`src/rtl/sprite_pkg.sv`:
```
// sprite_pkg: shared types, constants and helpers for the sprite layer.
//   SCREEN_W/SCREEN_H : visible raster size
//   COLOR_W           : bits per colour channel
//   rgb_t             : one pixel {red, green, blue}
//   anim_state_e      : animation controller states
//   in_box()          : true when (x,y) lies inside the w x h box at (px,py)
package sprite_pkg;

    localparam int SCREEN_W = 640;
    localparam int SCREEN_H = 480;
    localparam int COLOR_W  = 4;

    typedef struct packed {
        logic [COLOR_W-1:0] red;
        logic [COLOR_W-1:0] green;
        logic [COLOR_W-1:0] blue;
    } rgb_t;

    typedef enum logic {
        ST_IDLE = 1'b0,
        ST_RUN  = 1'b1
    } anim_state_e;

    // 11-bit signed differences: negative offsets fall outside, so a sprite
    // hanging off the right/bottom edge clips instead of wrapping.
    function automatic logic in_box(input logic [9:0] x, input logic [9:0] y,
                                    input logic [9:0] px, input logic [9:0] py,
                                    input int w, input int h);
        logic signed [10:0] dx;
        logic signed [10:0] dy;
        dx = $signed({1'b0, x}) - $signed({1'b0, px});
        dy = $signed({1'b0, y}) - $signed({1'b0, py});
        return (dx >= 11'sd0) && (int'(dx) < w) &&
               (dy >= 11'sd0) && (int'(dy) < h);
    endfunction

endpackage

```
`src/rtl/sprite_anim_ctrl.sv`:
```
// sprite_anim_ctrl: animation frame sequencer.
//   clk, rst_n   : clock, async active-low reset
//   frame_start  : one-cycle pulse per video frame
//   anim_en      : 1 = animate, 0 = hold frame 0 (only looked at on frame_start)
//   frame_idx    : current animation frame, changes only on frame_start
//
//   state   | meaning
//   --------+------------------------------------------------------------
//   ST_IDLE | not animating; frame_idx and tick held at 0
//   ST_RUN  | counting frame_start pulses; every FRAME_TICKS advance frame
module sprite_anim_ctrl
    import sprite_pkg::*;
#(
    parameter int FRAMES      = 4,
    parameter int FRAME_TICKS = 8,
    localparam int FIDX_W     = (FRAMES > 1) ? $clog2(FRAMES) : 1,
    localparam int TICK_W     = (FRAME_TICKS > 1) ? $clog2(FRAME_TICKS) : 1
) (
    input  logic              clk,
    input  logic              rst_n,
    input  logic              frame_start,
    input  logic              anim_en,
    output logic [FIDX_W-1:0] frame_idx
);

    anim_state_e       state_q, state_d;
    logic [TICK_W-1:0] tick_q, tick_d;
    logic [FIDX_W-1:0] frame_q, frame_d;

    always_comb begin
        state_d = state_q;
        tick_d  = tick_q;
        frame_d = frame_q;
        if (frame_start) begin
            case (state_q)
                ST_IDLE: begin
                    tick_d  = '0;
                    frame_d = '0;
                    if (anim_en) state_d = ST_RUN;
                end
                ST_RUN: begin
                    if (!anim_en) begin
                        state_d = ST_IDLE;
                        tick_d  = '0;
                        frame_d = '0;
                    end else if (tick_q == TICK_W'(FRAME_TICKS - 1)) begin
                        tick_d  = '0;
                        frame_d = (frame_q == FIDX_W'(FRAMES - 1)) ? '0
                                                                 : frame_q + FIDX_W'(1);
                    end else begin
                        tick_d = tick_q + TICK_W'(1);
                    end
                end
                default: state_d = ST_IDLE;
            endcase
        end
    end

    always_ff @(posedge clk or negedge rst_n) begin
        if (!rst_n) begin
            state_q <= ST_IDLE;
            tick_q  <= '0;
            frame_q <= '0;
        end else begin
            state_q <= state_d;
            tick_q  <= tick_d;
            frame_q <= frame_d;
        end
    end

    assign frame_idx = frame_q;

endmodule

```
`src/rtl/sprite_layer_renderer.sv`:
```
// sprite_layer_renderer: composites one animated, mirrorable, integer-scaled
// sprite over the background pixel stream. Latency 3 vga_clk cycles.
//   vga_clk, reset_n          : pixel clock, async active-low reset
//   DrawX, DrawY, blank       : raster position, 1 = active video
//   frame_start               : per-frame pulse; loads pos/flip shadows
//   pos_x, pos_y, flip_h      : sprite placement (shadowed)
//   anim_en                   : animation enable
//   bg_red/green/blue         : background pixel for DrawX/DrawY
//   rom_addr / rom_q          : synchronous sprite ROM (1-cycle read)
//   pal_idx / pal_red/green/blue : combinational palette lookup
//   red/green/blue, hit       : composited pixel, opaque-sprite flag
//   frame_idx                 : current animation frame
// Build option: define SPRITE_FLIP_V_EN to add the flip_v input (vertical mirror).
module sprite_layer_renderer
    import sprite_pkg::*;
#(
    parameter int SPR_W       = 20,
    parameter int SPR_H       = 40,
    parameter int FRAMES      = 4,
    parameter int SCALE_LOG2  = 0,
    parameter int IDX_W       = 4,
    parameter int TRANSP_IDX  = 0,
    parameter int FRAME_TICKS = 8,
    parameter int ROM_AW      = $clog2(FRAMES * SPR_W * SPR_H),
    localparam int FIDX_W     = (FRAMES > 1) ? $clog2(FRAMES) : 1
) (
    input  logic               vga_clk,
    input  logic               reset_n,
    input  logic [9:0]         DrawX,
    input  logic [9:0]         DrawY,
    input  logic               blank,
    input  logic               frame_start,
    input  logic [9:0]         pos_x,
    input  logic [9:0]         pos_y,
    input  logic               flip_h,
`ifdef SPRITE_FLIP_V_EN
    input  logic               flip_v,
`endif
    input  logic               anim_en,
    input  logic [3:0]         bg_red,
    input  logic [3:0]         bg_green,
    input  logic [3:0]         bg_blue,
    output logic [ROM_AW-1:0]  rom_addr,
    input  logic [IDX_W-1:0]   rom_q,
    output logic [IDX_W-1:0]   pal_idx,
    input  logic [3:0]         pal_red,
    input  logic [3:0]         pal_green,
    input  logic [3:0]         pal_blue,
    output logic [3:0]         red,
    output logic [3:0]         green,
    output logic [3:0]         blue,
    output logic               hit,
    output logic [FIDX_W-1:0]  frame_idx
);

    localparam int BOX_W = SPR_W << SCALE_LOG2;
    localparam int BOX_H = SPR_H << SCALE_LOG2;

    logic [9:0]        pos_x_q, pos_x_d, pos_y_q, pos_y_d;
    logic              flip_h_q, flip_h_d;
`ifdef SPRITE_FLIP_V_EN
    logic              flip_v_q, flip_v_d;
`endif
    logic [ROM_AW-1:0] rom_addr_q, rom_addr_d;
    logic              inbox_q1, inbox_q2, inbox_d;
    logic              blank_q1, blank_q2;
    rgb_t              bg_q1, bg_q2, bg_in;
    rgb_t              out_q, out_d;
    logic              hit_q, hit_d;

    logic [9:0]        dx, dy;
    int                lx, ly, addr;

    sprite_anim_ctrl #(
        .FRAMES      (FRAMES),
        .FRAME_TICKS (FRAME_TICKS)
    ) u_anim (
        .clk         (vga_clk),
        .rst_n       (reset_n),
        .frame_start (frame_start),
        .anim_en     (anim_en),
        .frame_idx   (frame_idx)
    );

    assign bg_in = '{red: bg_red, green: bg_green, blue: bg_blue};

    always_comb begin
        pos_x_d  = frame_start ? pos_x  : pos_x_q;
        pos_y_d  = frame_start ? pos_y  : pos_y_q;
        flip_h_d = frame_start ? flip_h : flip_h_q;
`ifdef SPRITE_FLIP_V_EN
        flip_v_d = frame_start ? flip_v : flip_v_q;
`endif

        // S0: box test and local source coordinates. dx/dy may wrap when the
        // pixel is left of/above the box, but then in-box is false and the
        // address is not used.
        inbox_d = in_box(DrawX, DrawY, pos_x_q, pos_y_q, BOX_W, BOX_H);
        dx      = DrawX - pos_x_q;
        dy      = DrawY - pos_y_q;
        lx      = int'(dx) >> SCALE_LOG2;
        ly      = int'(dy) >> SCALE_LOG2;
        if (flip_h_q) lx = SPR_W - 1 - lx;
`ifdef SPRITE_FLIP_V_EN
        if (flip_v_q) ly = SPR_H - 1 - ly;
`endif
        addr       = int'(frame_idx) * SPR_W * SPR_H + ly * SPR_W + lx;
        rom_addr_d = inbox_d ? ROM_AW'(addr) : rom_addr_q;

        // S3: rom_q is aligned with the stage-2 copies of blank/in-box/bg.
        out_d = '0;
        hit_d = 1'b0;
        if (blank_q2) begin
            if (inbox_q2 && (rom_q != IDX_W'(TRANSP_IDX))) begin
                out_d = '{red: pal_red, green: pal_green, blue: pal_blue};
                hit_d = 1'b1;
            end else begin
                out_d = bg_q2;
            end
        end
    end

    always_ff @(posedge vga_clk or negedge reset_n) begin
        if (!reset_n) begin
            pos_x_q    <= '0;
            pos_y_q    <= '0;
            flip_h_q   <= 1'b0;
`ifdef SPRITE_FLIP_V_EN
            flip_v_q   <= 1'b0;
`endif
            rom_addr_q <= '0;
            inbox_q1   <= 1'b0;
            inbox_q2   <= 1'b0;
            blank_q1   <= 1'b0;
            blank_q2   <= 1'b0;
            bg_q1      <= '0;
            bg_q2      <= '0;
            out_q      <= '0;
            hit_q      <= 1'b0;
        end else begin
            pos_x_q    <= pos_x_d;
            pos_y_q    <= pos_y_d;
            flip_h_q   <= flip_h_d;
`ifdef SPRITE_FLIP_V_EN
            flip_v_q   <= flip_v_d;
`endif
            rom_addr_q <= rom_addr_d;
            inbox_q1   <= inbox_d;
            inbox_q2   <= inbox_q1;
            blank_q1   <= blank;
            blank_q2   <= blank_q1;
            bg_q1      <= bg_in;
            bg_q2      <= bg_q1;
            out_q      <= out_d;
            hit_q      <= hit_d;
        end
    end

    assign rom_addr = rom_addr_q;
    assign pal_idx  = rom_q;
    assign red      = out_q.red;
    assign green    = out_q.green;
    assign blue     = out_q.blue;
    assign hit      = hit_q;

endmodule

```
`config.mk`:
```
export PLATFORM = sky130hd
export DESIGN_NAME = sprite_layer_renderer
export DESIGN_NICKNAME = d
export VERILOG_FILES = /design/src/rtl/sprite_pkg.sv /design/src/rtl/sprite_anim_ctrl.sv /design/src/rtl/sprite_layer_renderer.sv
export SDC_FILE = /design/constraint.sdc
export NUM_CORES = 1
export LEC_CHECK = 0
export ABC_AREA = 1
export CAP_MARGIN = 20
export CORE_UTILIZATION = 53
export CTS_CLUSTER_SIZE = 28
export DETAILED_ROUTE_END_ITERATION = 7
export MAX_ROUTING_LAYER = met4
export PLACE_DENSITY = 0.87
export SLEW_MARGIN = 10
export SYNTH_ARGS = -nofsm -noshare
export SYNTH_HDL_FRONTEND = slang
export SYNTH_SLANG_ARGS = --single-unit
```
`constraint.sdc`:
```
create_clock -name vga_clk -period 5.15 [get_ports vga_clk]
set_input_delay 0.515 -clock vga_clk [delete_from_list [all_inputs] [get_ports vga_clk]]
set_output_delay 0.515 -clock vga_clk [all_outputs]
set_load 0.03 [all_outputs]
```
==> flow_summary_export.csv <==
group,metric,value,unit
outcome,status,"completed",
grt,grt_pass1_vias,4553,
die,die-height,103,µm
placement,hpwlAfterDp,9470,µm
timing,fmax,0.200,GHz
grt,antenna_found_initial,0,
timing,holdWs,0.288,ns
synthesis,ys_seq_elements,80,
flow_run,maxCapViolCount,0,
cts,cts_resized,0,
finish,drive_above_1_share,6.67,%
grt,grt_max_degree,81,
worst_setup_path,path_class,"in2reg",
die,ios,105,
synthesis,synth_edf_count,0,
timing,tns,0,ns
timing,slew_headroom,34.3,%
pwr,p_per_area,440,nW/µm²
worst_setup_path,critPathBufInv,6,
timing,period_needed,4.99,ns
timing,period_share,96.9,%
cts,cts_max_path_buffers,2,
worst_setup_path,ff2ff_setup_slack,0.36,ns
cts,clkTransAtPathRegs,0.09,ns
worst_setup_path,crit_path_end_kind,"flip-flop",
cts,clk_latency,0.37,ns
drt,ant_nets,0,
placement,port_buffers,104,
synthesis,ys_seq_area_share,37.1,%
timing,setup_viol,0,
worst_setup_path,cpPeakStageDelay,0.49,ns
synthesis,yosys.area.top_type_share,37.1,%
synthesis,yosysWarnings,0,
pwr,power.leakage,0.00353,µW
cts,root_buffer,"clkbuf_8",
worst_setup_path,worst_setup_path_start_kind,"input pin",
grt,grt_pass1_wl,20400,µm
grt,grt_usage,25.9,%
worst_setup_path,crit_fanout,3,
timing,hold_viol_final,0,
die,core.rowCount,36,
finish,mostFrequentLayoutCells,"nand2_1 (175), inv_1 (121), clkdlybuf4s50_1 (103)",
grt,grt_overflow,0,
worst_setup_path,critPathArrivalTime,5.25,ns
finish,utilization,69.2,%
finish,insertedDiodeCount,0,
cts,tritoncts,"yes",
die,start_util,54.9,%
finish,final_common_cell,"nand2_1",
synthesis,synth.avg_cell_area,7.69,µm²
synthesis,synth_area,5390,µm²
worst_setup_path,cp_num_cells,28,
die,die-area,10600,µm²
die,core_area,9820,µm²
drt,vias,4738,
drt,drcViolationCount,0,
drt,dr.pass1.iters,4,
placement,dpl.cell_count,926,
synthesis,synth_top_flop_cell,"dfrtp_1",
synthesis,syn_inst,701,
finish,fin_cells,942,
cts,cts_sinks,80,
worst_setup_path,crit_family,"adder cells",
drt,first_iter_violations,159,
cts,htreeDepth,3,
drt,vias_per_cell,5.03,
drt,wl_per_cell,13.0,µm
worst_setup_path,reg2reg_depth,26,
synthesis,synth.area.top_cells,"dfrtp_1 (37%), nand2_1 (12%), ha_1 (12%), inv_1 (8.4%), nand3_1 (4.5%)",
finish,fin_nets,937,
synthesis,synth.distinct_cells,33,
finish,n_fill_cell,814,
worst_setup_path,crit_start,"DrawY[0]",
cts,cts_buffers,9,
cts,hold_buffers,0,
min_path,hp-class,"in2async",
worst_setup_path,crit_end,"rom_addr[11]",
worst_setup_path,r2r_start,"pos_y_q[0]",
cts,post-cts-setup-buffers,0,
timing,slew_viol_final,0,
timing,finClkSkew,0.00970,ns
synthesis,async_flop_share,100,%
worst_setup_path,crit_required,5.41,ns
timing,worst_slew_pin_slew,0.986,ns
synthesis,syn-num-nets,834,
drt,totalWireLength,12300,µm
pwr,ir_drop,0.267,mV
synthesis,yosys.area.top_type,"dfrtp_1",
placement,place.gp.congestion,0.894,
worst_setup_path,slowest_stage,"fa_1",
worst_setup_path,r2r-end,"rom_addr[11]",
die,fp.dieW,103,µm
finish,syn_to_final_growth,26.1,%
cell families after synthesis:
family | synth area share, %
and+or+nand+nor | 26.4
buffers and inverters | 10.7
AOI/OAI and AO/OA | 6.57
adders and majority gates | 14.9
xor gates and xnor gates | 4.25
DFF | 37.1
layer usage:
metal	vias up	part of all wire (%)	track usage, %
met3	38	5.3	4.61
met1	2160	42	29.9
li1	2388	-	-
met4	0	3.6	10.8
met2	152	49	44.3
met5	-	0	-
stage by stage:
stage          setup slack [ns]  power [µW]  instance area, µm²
2_1_floorplan             0.650        1920                5390
5_1_grt                 -0.0487        3220                6800
3_3_place_gp             0.0304        2250                6540
6_report                  0.161        2990                6800
4_1_cts                   0.151        2920                6770
3_5_place_dp             -0.239        2350                6540
cells in the mapped netlist, types with 6 or more instances:
master,n
a21oi_1,23
buf_4,6
clkbuf_1,8
dfrtp_1,80
fa_1,9
ha_1,50
inv_1,121
inv_2,8
nand2_1,176
nand2_2,9
nand3_1,48
nand3b_1,6
nand4_1,11
nor2_1,59
o21ai_0,38
xnor2_1,9
xor2_1,14
final cells by class:
type	count	area (µm²)	area share, %
clock buffers	9	124	1.82
clock inverters	7	108	1.58
inverters	129	484	7.12
multi-input cells	476	2840	41.8
flip-flops and latches	80	2000	29.5
well taps	133	166	2.45
repair buffers	108	1070	15.7
flip-flops by register name, indices dropped and copies added, names as in the netlist, 3 cells and up:
name           count
pos_y_q           10
u_anim.tick_q      3
red                4
blue               4
bg_q1             12
green              4
rom_addr          12
bg_q2             12
pos_x_q           10
worst min-delay path by stage:
stage,from,cells after the start,slack (ns),to
detailed placement,bg_q1[5],0,0.33,bg_q2[5]
global placement,bg_q1[10],0,0.33,bg_q2[10]
CTS,reset_n,1,0.35,green[3]
floorplan,reset_n,0,0.22,bg_q1[0]
global route,inbox_q1,0,0.36,inbox_q2
finish,reset_n,1,0.29,green[3]
report_power, final:
group          total (µW)  internal (µW)  switching [µW]
Combinational        1750            720            1030
Clock                 552            283             268
Sequential            688            666            21.2
Total                2990           1670            1320
Note: power is estimated with default switching activity, not from simulation.
